`config.mk`:
```
export PLATFORM = sky130hd
export DESIGN_NAME = bin2bcd_seq
export DESIGN_NICKNAME = d
export VERILOG_FILES = /design/src/rtl/bcd_pkg.sv /design/src/rtl/shift_add.sv /design/src/rtl/bin2bcd_seq.sv
export SDC_FILE = /design/constraint.sdc
export NUM_CORES = 1
export LEC_CHECK = 0
export CELL_PAD_IN_SITES_DETAIL_PLACEMENT = 1
export CELL_PAD_IN_SITES_GLOBAL_PLACEMENT = 1
export CORE_MARGIN = 5
export CORE_UTILIZATION = 45
export CTS_CLUSTER_DIAMETER = 40
export DETAILED_ROUTE_END_ITERATION = 7
export PLACE_DENSITY_LB_ADDON = 0.25
export SYNTH_ARGS = -nofsm -noshare
export SYNTH_HDL_FRONTEND = slang
export SYNTH_HIERARCHICAL = 1
export SYNTH_SLANG_ARGS = --single-unit
```
`constraint.sdc`:
```
create_clock -name clk -period 1.85 [get_ports clk]
set_clock_uncertainty 0.05 [all_clocks]
set_input_delay 0.37 -clock clk [delete_from_list [all_inputs] [get_ports clk]]
set_output_delay 0.37 -clock clk [all_outputs]
set_load 0.02 [all_outputs]
```
`src/rtl/bcd_pkg.sv`:
```
// Shared definitions for the sequential binary-to-BCD converter.
package bcd_pkg;

    typedef enum logic [1:0] {
        IDLE = 2'd0,
        CONV = 2'd1,
        DONE = 2'd2
    } state_t;

    localparam int DEF_WIDTH  = 8;
    localparam int DEF_DIGITS = 3;

    // Bits needed for a counter that starts at WIDTH and counts down to 1.
    function automatic int cnt_w(input int width);
        return $clog2(width + 1);
    endfunction

    // True when DIGITS decimal digits can hold every WIDTH-bit value.
    function automatic bit bcd_fits(input int width, input int digits);
        longint lim;
        longint maxv;
        lim  = 1;
        maxv = (longint'(1) <<< width) - 1;
        for (int i = 0; i < digits; i++) begin
            lim = lim * 10;
            if (lim > maxv) return 1'b1;
        end
        return 1'b0;
    endfunction

endpackage

```
`src/rtl/shift_add.sv`:
```
// Double-dabble digit adjust: digits 5..9 get +3 ahead of the left shift.
module shift_add (
    input  logic [3:0] din,
    output logic [3:0] dout
);

    // Pure lookup; values above 9 cannot occur in a legal conversion and pass through.
    always_comb begin
        dout = din;
        case (din)
            4'd0, 4'd1, 4'd2, 4'd3, 4'd4: dout = din;
            4'd5, 4'd6, 4'd7, 4'd8, 4'd9: dout = din + 4'd3;
            default:                      dout = din;
        endcase
    end

endmodule

```
`src/rtl/bin2bcd_seq.sv`:
```
// Sequential binary-to-BCD converter, one input bit per clock.
module bin2bcd_seq
    import bcd_pkg::*;
#(
    parameter int WIDTH  = DEF_WIDTH,
    parameter int DIGITS = DEF_DIGITS
) (
    input  logic                  clk,
    input  logic                  rst_n,
    input  logic                  start,
    input  logic [WIDTH-1:0]      bin,
    output logic                  busy,
    output logic                  done,
    output logic [4*DIGITS-1:0]   bcd
);

    localparam int SW = 4 * DIGITS + WIDTH;
    localparam int CW = cnt_w(WIDTH);

    if (!bcd_fits(WIDTH, DIGITS)) begin : g_bad_digits
        $error("bin2bcd_seq: DIGITS too small for WIDTH");
    end

    state_t          state;
    logic [SW-1:0]   sreg;
    logic [CW-1:0]   cnt;
    logic [SW-1:0]   adj;
    logic [SW-1:0]   shifted;

    // Binary part is untouched by the adjust step; digit fields go through shift_add.
    assign adj[WIDTH-1:0] = sreg[WIDTH-1:0];

    for (genvar i = 0; i < DIGITS; i++) begin : g_dig
        shift_add u_sa (
            .din  (sreg[WIDTH + 4*i +: 4]),
            .dout (adj[WIDTH + 4*i +: 4])
        );
    end

    assign shifted = adj << 1;

    // Control FSM with datapath: load on start, adjust+shift per cycle, publish on last bit.
    always_ff @(posedge clk or negedge rst_n) begin
        if (!rst_n) begin
            state <= IDLE;
            sreg  <= '0;
            cnt   <= '0;
            busy  <= 1'b0;
            done  <= 1'b0;
            bcd   <= '0;
        end else begin
            case (state)
                IDLE: begin
                    done <= 1'b0;
                    if (start) begin
                        sreg  <= {{(4*DIGITS){1'b0}}, bin};
                        cnt   <= CW'(WIDTH);
                        busy  <= 1'b1;
                        state <= CONV;
                    end
                end
                CONV: begin
                    sreg <= shifted;
                    cnt  <= cnt - 1'b1;
                    if (cnt == CW'(1)) begin
                        bcd   <= shifted[SW-1 -: 4*DIGITS];
                        busy  <= 1'b0;
                        done  <= 1'b1;
                        state <= DONE;
                    end
                end
                DONE: begin
                    done  <= 1'b0;
                    state <= IDLE;
                end
                default: begin
                    busy  <= 1'b0;
                    done  <= 1'b0;
                    state <= IDLE;
                end
            endcase
        end
    end

endmodule

```
==> impl_metrics.json <==
{
  "drv_slew": 0,
  "wirelength_mm": 4.76,
  "cts_buffers": 5,
  "path_clk_slew_ps": 80,
  "die_area_um2": 6290,
  "syn-num-nets": 210,
  "min_period_ps": 1770,
  "hpwlAfterDp_mm": 3.35,
  "endpoint_kind": "flop",
  "maxCapViolations": 0,
  "slew_headroom": 0.769,
  "vias": 1517,
  "cp-start-kind": "flop",
  "via_per_inst": 5.56,
  "met2_usage": 0.301,
  "period_share": 0.958,
  "clock_latency_ps": 290,
  "cts_htree_levels": 2,
  "grt_max_degree": 41,
  "postLayoutCellArea_um2": 2650,
  "syn_inst": 182,
  "drc": 0,
  "met3_usage": 0.0454,
  "drt-initial-drc-count": 54,
  "critPathKind": "flop to flop",
  "syn_area_um2": 2160,
  "grt_pass1_wl_mm": 8.07,
  "met1_usage": 0.189,
  "synth_area_per_cell_um2": 11.9,
  "cp_slowest_cell": "dfrtp_2",
  "gp_congestion": 0.788,
  "cp_data_required_time_ps": 1970,
  "antenna_left": 0,
  "cts-root-buf": "clkbuf_8",
  "grt_usage": 0.166,
  "first_pass_iters": 3,
  "n_antenna_cell": 0,
  "placed_area_um2": 2470,
  "die_w_um": 79.3,
  "crit_chain": "inv_1 > ha_1 > nor3_1 > nor3_2 > xnor2_1 > mux2_4",
  "vdd_ir_drop_max_v": 0.000726,
  "area_growth_pct": 22.5,
  "dieHeight_um": 79.3,
  "grt_pass1_vias": 1661,
  "wl_per_cell_um": 17.4,
  "row_count": 25,
  "hold_viol": 0,
  "hold_start": "sreg[2]",
  "io_pins": 25,
  "clock_sinks": 40,
  "yosys_warnings": 6,
  "max_stage_delay_ps": 430,
  "tightest_slew_ps": 345,
  "critPathLaunch": "sreg[8]",
  "setup_violations": 0,
  "r2r-start": "sreg[8]",
  "drive_gt1_frac": 0.228,
  "design.core.area_um2": 4690,
  "layout.nets": 246,
  "hold_path_class": "flop to flop",
  "antenna_found_initial": 0,
  "grt_overflow": 0,
  "initial_core_util": 0.461,
  "status": "completed",
  "cp_max_fo": 4,
  "fmax_mhz": 564,
  "powerDensity_nw_per_um2": 1770,
  "tritoncts": "built",
  "crit_arrival_ps": 1890,
  "clk_path_buf_depth": 2,
  "portBuffers": 24,
  "p_leak_uw": 0.00125,
  "grt_busiest_layer": "met2",
  "n_fill_cell": 502,
  "timing.hold.ws_ps": 447
}
## routing by layer
layer / wire, um / vias to the layer above
li1: - / 719
met5: 0 / -
met1: 2120 / 764
met2: 2410 / 26
met3: 176 / 8
met4: 59 / 0
## stage by stage
| step | power [uW] | worst slack [ps] | cells | TNS, ps | utilization |
|---|---|---|---|---|---|
| floorplan | 3240 | 214 | 182 | 0 | - |
| global placement | 3810 | 107 | 259 | 0 | 0.527 |
| detailed placement | 3980 | -6.78 | 259 | -13.2 | 0.527 |
| CTS | 4630 | 7.68 | 269 | 0 | 0.550 |
| global route | 5060 | -49.2 | 273 | -68.5 | 0.564 |
| finish | 4700 | 78.3 | 273 | 0 | 0.564 |
## report_power, final
part | leakage, uW | total, uW | switching [uW] | internal, uW
registers | 0.000506 | 1580 | 326 | 1250
logic | 0.000701 | 2520 | 1230 | 1290
clock network | 0.0000455 | 599 | 295 | 304
total | 0.00125 | 4700 | 1850 | 2840
## layout make-up
cell class	count	area [um2]	area share
clock buffers	8	90.1	0.0340
inverters	11	41.3	0.0156
multi-input cells	124	1100	0.417
flip-flops and latches	40	1000	0.379
well taps	54	67.6	0.0255
repair buffers	36	340	0.129
## timing repair
item	in CTS	in global routing
gates cloned	0	0
setup buffers	1	4
endpoints found under the hold margin	21	0
setup endpoints to repair	2	12
resized for setup	1	11
hold buffers	1	0
pin swaps	3	4
## sequential cells by signal, summed over array words and instances (netlist names)
signal,cells
bcd,12
cnt,4
done,1
busy,1
sreg,20
state,2
## worst max-delay path: cells and delay by family, from the launching register on
kind | cells | cell delay [ps]
adders and majority gates | 1 | 220
buffers and inverters | 1 | 140
xor gates and xnor gates | 1 | 160
and+or+nand+nor | 2 | 360
muxes | 1 | 290
DFF | 1 | 430
## placed cells by master (no fill, tap or decap), types with 4 or more instances in the layout
cell type / instances
mux2i_1: 7
clkbuf_8: 6
mux2_4: 9
ha_2: 4
buf_4: 10
xnor2_1: 6
clkdlybuf4s50_1: 23
nor3_1: 6
a22o_1: 12
dfrtp_1: 37
o21ai_0: 14
nor2_1: 8
ha_1: 12
nand2_1: 11
inv_1: 10
## worst paths after layout
check                      slack [ps]  depth (start not counted)      end
min                               450                          2  sreg[2]
max reg2reg                        80                          6   bcd[1]
max                                80                          6   bcd[1]
min in group asynchronous         530                          3   bcd[4]
min reg2reg                       450                          2  sreg[2]
max in group asynchronous        1010                          3  sreg[9]
No activity file was read; power rests on OpenSTA's default activity.
